<file path="config.mk">
export PLATFORM = sky130hd
export DESIGN_NAME = pipeline_ctrl
export DESIGN_NICKNAME = d
export VERILOG_FILES = /design/src/rtl/pipeline_ctrl_pkg.sv /design/src/rtl/pipeline_ctrl_sat_counter.sv /design/src/rtl/pipeline_ctrl.sv
export SDC_FILE = /design/constraint.sdc
export NUM_CORES = 1
export LEC_CHECK = 0
export BUFFER_PORTS_ARGS = -buffer_cell sky130_fd_sc_hd__buf_4
export CORE_UTILIZATION = 45
export CTS_CLUSTER_DIAMETER = 200
export CTS_CLUSTER_SIZE = 28
export DETAILED_ROUTE_END_ITERATION = 8
export GPL_TIMING_DRIVEN = 0
export HOLD_SLACK_MARGIN = 0.03
export PLACE_DENSITY = 0.76
export SETUP_SLACK_MARGIN = 0.02
export SLEW_MARGIN = 0
export SYNTH_ARGS = -nofsm -noshare
export SYNTH_HDL_FRONTEND = slang
export SYNTH_HIERARCHICAL = 1
export SYNTH_SLANG_ARGS = --single-unit
export TNS_END_PERCENT = 100
</file>
<file path="constraint.sdc">
create_clock -name clk -period 2 [get_ports clk]
set_input_delay 0.4 -clock clk [delete_from_list [all_inputs] [get_ports clk]]
set_output_delay 0.4 -clock clk [all_outputs]
set_load 0.1 [all_outputs]
</file>
<file path="src/rtl/pipeline_ctrl_pkg.sv">
// Shared types for the pipeline stall/flush sequencer: FSM states,
// control-output bundle and the load-use hazard compare.
package pipeline_ctrl_pkg;

    typedef enum logic [1:0] {
        RUN       = 2'b00,
        IMEM_WAIT = 2'b01,
        FLUSH     = 2'b10,
        HALT      = 2'b11
    } state_t;

    typedef struct packed {
        logic pc_write;
        logic if_id_write;
        logic if_id_flush;
        logic id_ex_bubble;
    } ctrl_t;

    //                                    pc   ifid flush bubble
    localparam ctrl_t CTRL_RESET  = '{1'b0, 1'b0, 1'b1, 1'b1};
    localparam ctrl_t CTRL_RUN    = '{1'b1, 1'b1, 1'b0, 1'b0};
    localparam ctrl_t CTRL_STALL  = '{1'b0, 1'b0, 1'b0, 1'b1};
    localparam ctrl_t CTRL_BRANCH = '{1'b1, 1'b1, 1'b1, 1'b1};
    localparam ctrl_t CTRL_FLUSH  = '{1'b1, 1'b1, 1'b1, 1'b0};
    localparam ctrl_t CTRL_WAIT   = '{1'b0, 1'b1, 1'b1, 1'b0};
    localparam ctrl_t CTRL_HALT   = '{1'b0, 1'b0, 1'b0, 1'b1};

    // Register specifiers are zero-extended by the caller; r0 never hazards.
    function automatic logic load_use_hit(input logic        memread,
                                          input logic [31:0] ex_rt,
                                          input logic [31:0] rs,
                                          input logic [31:0] rt);
        return memread && (ex_rt != '0) && ((ex_rt == rs) || (ex_rt == rt));
    endfunction

endpackage

</file>
<file path="src/rtl/pipeline_ctrl_sat_counter.sv">
// Saturating up-counter used for the stall/flush performance counters.
module sat_counter #(
    parameter int unsigned W = 16
) (
    input  logic         clk,
    input  logic         rst,
    input  logic         inc,
    output logic [W-1:0] q
);

    always_ff @(posedge clk or posedge rst) begin
        if (rst)
            q <= '0;
        else if (inc && (q != '1))
            q <= q + 1'b1;
    end

endmodule

</file>
<file path="src/rtl/pipeline_ctrl.sv">
// Stall/flush sequencer for the 5-stage pipeline: load-use stalls, branch
// flushes, instruction-memory waits, external halt and perf counters.
module pipeline_ctrl
    import pipeline_ctrl_pkg::*;
#(
    parameter int unsigned REG_W          = 5,
    parameter int unsigned BRANCH_PENALTY = 1,
    parameter int unsigned CNT_W          = 16
) (
    input  logic             clk,
    input  logic             rst,
    input  logic [REG_W-1:0] id_rs,
    input  logic [REG_W-1:0] id_rt,
    input  logic             id_ex_memread,
    input  logic [REG_W-1:0] id_ex_rt,
    input  logic             ex_branch_taken,
    input  logic             imem_ready,
    input  logic             halt_req,
    output logic             pc_write,
    output logic             if_id_write,
    output logic             if_id_flush,
    output logic             id_ex_bubble,
    output logic             halted,
    output logic [CNT_W-1:0] stall_cycles,
    output logic [CNT_W-1:0] flush_cycles
);

    localparam int unsigned FCNT_W       = (BRANCH_PENALTY > 1) ? $clog2(BRANCH_PENALTY) : 1;
    localparam logic [FCNT_W-1:0] PEN_M1 = FCNT_W'(BRANCH_PENALTY - 1);
    localparam logic LONG_PENALTY        = (BRANCH_PENALTY > 1);

    state_t            state, state_next;
    logic [FCNT_W-1:0] fcnt, fcnt_next;
    logic              load_use;
    ctrl_t             ctrl;

    assign load_use = load_use_hit(id_ex_memread, 32'(id_ex_rt), 32'(id_rs), 32'(id_rt));

    always_ff @(posedge clk or posedge rst) begin
        if (rst) begin
            state <= RUN;
            fcnt  <= '0;
        end else begin
            state <= state_next;
            fcnt  <= fcnt_next;
        end
    end

    always_comb begin
        state_next = state;
        fcnt_next  = fcnt;
        if (halt_req) begin
            state_next = HALT;
            fcnt_next  = '0;
        end else begin
            unique case (state)
                HALT: state_next = RUN;
                FLUSH: begin
                    if (ex_branch_taken)
                        fcnt_next = PEN_M1;
                    else if (fcnt <= FCNT_W'(1)) begin
                        state_next = RUN;
                        fcnt_next  = '0;
                    end else
                        fcnt_next = fcnt - 1'b1;
                end
                default: begin
                    if (ex_branch_taken) begin
                        state_next = LONG_PENALTY ? FLUSH : RUN;
                        fcnt_next  = LONG_PENALTY ? PEN_M1 : '0;
                    end else if (load_use)
                        state_next = (state == IMEM_WAIT && !imem_ready) ? IMEM_WAIT : RUN;
                    else if (!imem_ready)
                        state_next = IMEM_WAIT;
                    else
                        state_next = RUN;
                end
            endcase
        end
    end

    // Branches outrank FLUSH so a branch while flushing also bubbles ID/EX.
    always_comb begin
        ctrl   = CTRL_RUN;
        halted = 1'b0;
        if (rst)
            ctrl = CTRL_RESET;
        else if (state == HALT || halt_req) begin
            ctrl   = CTRL_HALT;
            halted = (state == HALT);
        end else if (ex_branch_taken)
            ctrl = CTRL_BRANCH;
        else if (state == FLUSH)
            ctrl = CTRL_FLUSH;
        else if (load_use)
            ctrl = CTRL_STALL;
        else if (!imem_ready)
            ctrl = CTRL_WAIT;
    end

    assign pc_write     = ctrl.pc_write;
    assign if_id_write  = ctrl.if_id_write;
    assign if_id_flush  = ctrl.if_id_flush;
    assign id_ex_bubble = ctrl.id_ex_bubble;

    sat_counter #(.W(CNT_W)) u_stall_cnt (
        .clk (clk),
        .rst (rst),
        .inc (!ctrl.pc_write),
        .q   (stall_cycles)
    );

    sat_counter #(.W(CNT_W)) u_flush_cnt (
        .clk (clk),
        .rst (rst),
        .inc (ctrl.if_id_flush),
        .q   (flush_cycles)
    );

endmodule

</file>
==> flow_metrics.tcl <==
set metrics [dict create \
    placed_area_mm2 0.00245 \
    dp_cells 289 \
    finalSetupViolCount 26 \
    layout_common_cells "61 x buf_4, 32 x dfrtp_1, 21 x xnor2_1" \
    grt-ovfl-total 0 \
    nets 292 \
    internal_power_mw 1.69 \
    place_ws_ps -956 \
    vias_per_cell 5.39 \
    fin_util_pct 74.9 \
    cts_buffers 5 \
    synth_nets 205 \
    min_path_type "input pin to asynchronous set/reset pin" \
    clockRootBuffer "clkbuf_8" \
    ir_worst_vdd_mv 1.35 \
    cts.sinks 34 \
    synth_top_cell_by_area "dfrtp_1" \
    detail_route.iter0.violations 89 \
    avgSynthCellArea_um2 10.5 \
    grt_pass1_vias 1617 \
    switching_power_mw 1.99 \
    grt_max_degree 17 \
    crit_arrival_ps 1910 \
    fp.dieH_um 67.3 \
    syn2layout_area_growth_pct 58.5 \
    antenna_found_initial 0 \
    die_x_um 67.3 \
    cp_max_fo 3 \
    drive_gt1_share_pct 52.6 \
    clock_power_share_pct 14.5 \
    setup_tns_ps -3300 \
    routabilityCongestion 0.759 \
    synthAdderAreaFrac_pct 1.30 \
    synth-simple-area-share_pct 30.9 \
    clkLatencyLatePin_ps 290 \
    final_area_mm2 0.00304 \
    synthCells 182 \
    fmax_ghz 0.433 \
    synthXorXnorAreaFrac_pct 14.6 \
    rows 23 \
    status "finished, violations left" \
    synth.top_cell.area_share_pct 44.4 \
    finClkSkew_ps 6.39 \
    synth_top_family_by_area "simple AND/OR/NAND/NOR gates" \
    routedWlPerCell_um 14.7 \
    hold_ws_ps 208 \
    start_util_pct 47.3 \
    num_vias 1724 \
    grt_use_total_pct 21.1 \
    io_buffers 57 \
    wl_um 4710 \
    drc 0 \
    critPathRequiredTime_ps 1600 \
    rsz0062_at_grt "true" \
    fin_ws_ps -310 \
    layout_commonest_cell "buf_4" \
    nFillCells 289 \
    p_seq_share_pct 30.1 \
    h-tree-depth 2 \
    io_pins 58 \
    relSlewSlack_pct 56.2 \
    swShare_pct 54.1 \
    fp.dieArea_mm2 0.00453 \
    path_clk_slew_ps 70 \
    yosysWarningCount 6 \
    critPathKind "input pin to primary output" \
    period_needed_ps 2310 \
    final_antenna_net_count 0 \
    r2r_start "state[0]" \
    synthArstFlopShare_pct 100 \
    power_mw 3.68 \
    grt_first_pass_wirelength_um 7180 \
    leakage_nw 1.40 \
    yosysSeqAreaShare_pct 44.4 \
    hold_viol 0 \
    finalMaxSlewViolations 0 \
    synth_ff_type "dfrtp_1" \
    violations "negative setup slack" \
    synth_edf_count 0 \
    synth.distinct_cells 33 \
    clockBufferDepth 2 \
    power.density_mw_per_mm2 1210 \
    maxCapViolations 0 \
    comb_power_share_pct 55.3 \
    crit_start "id_ex_rt[3]" \
    fin_crit_sh_pct 116 \
    core_area_mm2 0.00406 \
    cts_tree "built" \
    syn_area_mm2 0.00192 \
    diodes 0 \
    end_kind "primary output" \
    ys_ff_latch 34 \
    synth_compound_area_share_pct 4.70 \
    synth.area.top_cells "dfrtp_1 44%, xnor2_1 10%, xor2_1 4.6%" \
    dr.pass1.iters 4 \
    stdcell_count 320 \
    hpwlAfterDp_um 2910 \
    synth_mux_area_share_pct 3.39 \
    start_kind "input pin" \
    worst_pin_slew_ps 656 \
]
==> cells in the mapped netlist, drive strengths merged (2+ instances only) <==
cell	instances
dfrtp	34
xnor2	22
nand2	19
nand3	14
nand4	14
and3	11
nor2	11
xor2	10
and4	8
a21oi	5
nor3	5
inv	4
mux2	4
nor4	3
and2	2
ha	2
mux2i	2
nand2b	2
o21a	2
o21ai	2
==> timing repair <==
item,4_1_cts,5_1_grt
resized for setup,45,27
setup endpoints to repair,32,34
hold buffers,1,0
hold endpoints to repair,2,0
pin swaps,29,23
setup buffers,13,11
==> power groups by stage <==
stage / Sequential (mW) / Combinational [mW] / Clock, mW
3_3_place_gp: 1.08 / 1.81 / 0
2_1_floorplan: 2.07 / 0.433 / 0
6_report: 1.11 / 2.04 / 0.535
4_1_cts: 1.10 / 1.94 / 0.540
5_1_grt: 1.14 / 2.11 / 0.568
3_5_place_dp: 1.09 / 1.83 / 0
==> flip-flops by register name, summed over array words and instances, names as in the netlist <==
| register | flops |
|---|---|
| u_flush_cnt/q | 16 |
| state | 2 |
| u_stall_cnt/q | 16 |
==> critical path, stage by stage <==
cell	delay (ps)
buf_8	100
or4_4	540
o21ai_4	170
nor4_4	70
buf_4	150
buf_4	130
nor3_4	150
buf_12	200
==> routing by layer <==
| layer | vias up | GRT usage, % | wire (µm) | part of all wire (%) |
|---|---|---|---|---|
| li1 | 833 | - | - | - |
| met5 | - | 0 | 0 | 0 |
| met1 | 839 | 25.1 | 2080 | 44 |
| met4 | 0 | 10.6 | 76 | 1.6 |
| met2 | 47 | 35.4 | 2370 | 50 |
| met3 | 5 | 5.07 | 183 | 3.9 |
==> cells by family (layout without fill, tap and decap cells) <==
logic type	Yosys count	count (layout)
and+or+nand+nor	92	92
DFF	34	34
buffers and inverters	4	92
muxes	6	6
AOI/OAI and AO/OA	12	12
adders and majority gates	2	2
xor gates and xnor gates	32	32
==> path summary, 6_finish.rpt <==
| kind | to | slack [ps] | cells after the start |
|---|---|---|---|
| min | u_stall_cnt/q[14] | 210 | 2 |
| max in group asynchronous | state[1] | 1230 | 3 |
| max reg2reg | u_flush_cnt/q[15] | -100 | 9 |
| min in group clk | state[1] | 310 | 3 |
| min reg2reg | u_flush_cnt/q[15] | 510 | 1 |
| max | pc_write | -310 | 8 |
==> final cells by class <==
| cell class | instances | area (µm²) | area share (%) |
|---|---|---|---|
| Inverter | 4 | 15.0 | 0.494 |
| Clock buffer | 7 | 86.3 | 2.84 |
| Tap cell | 50 | 62.6 | 2.06 |
| Multi-Input combinational cell | 144 | 1300 | 42.6 |
| Sequential cell | 34 | 853 | 28.1 |
| Clock inverter | 1 | 5.00 | 0.165 |
| Timing Repair Buffer | 80 | 722 | 23.7 |
(Power assumes the default switching activity.)
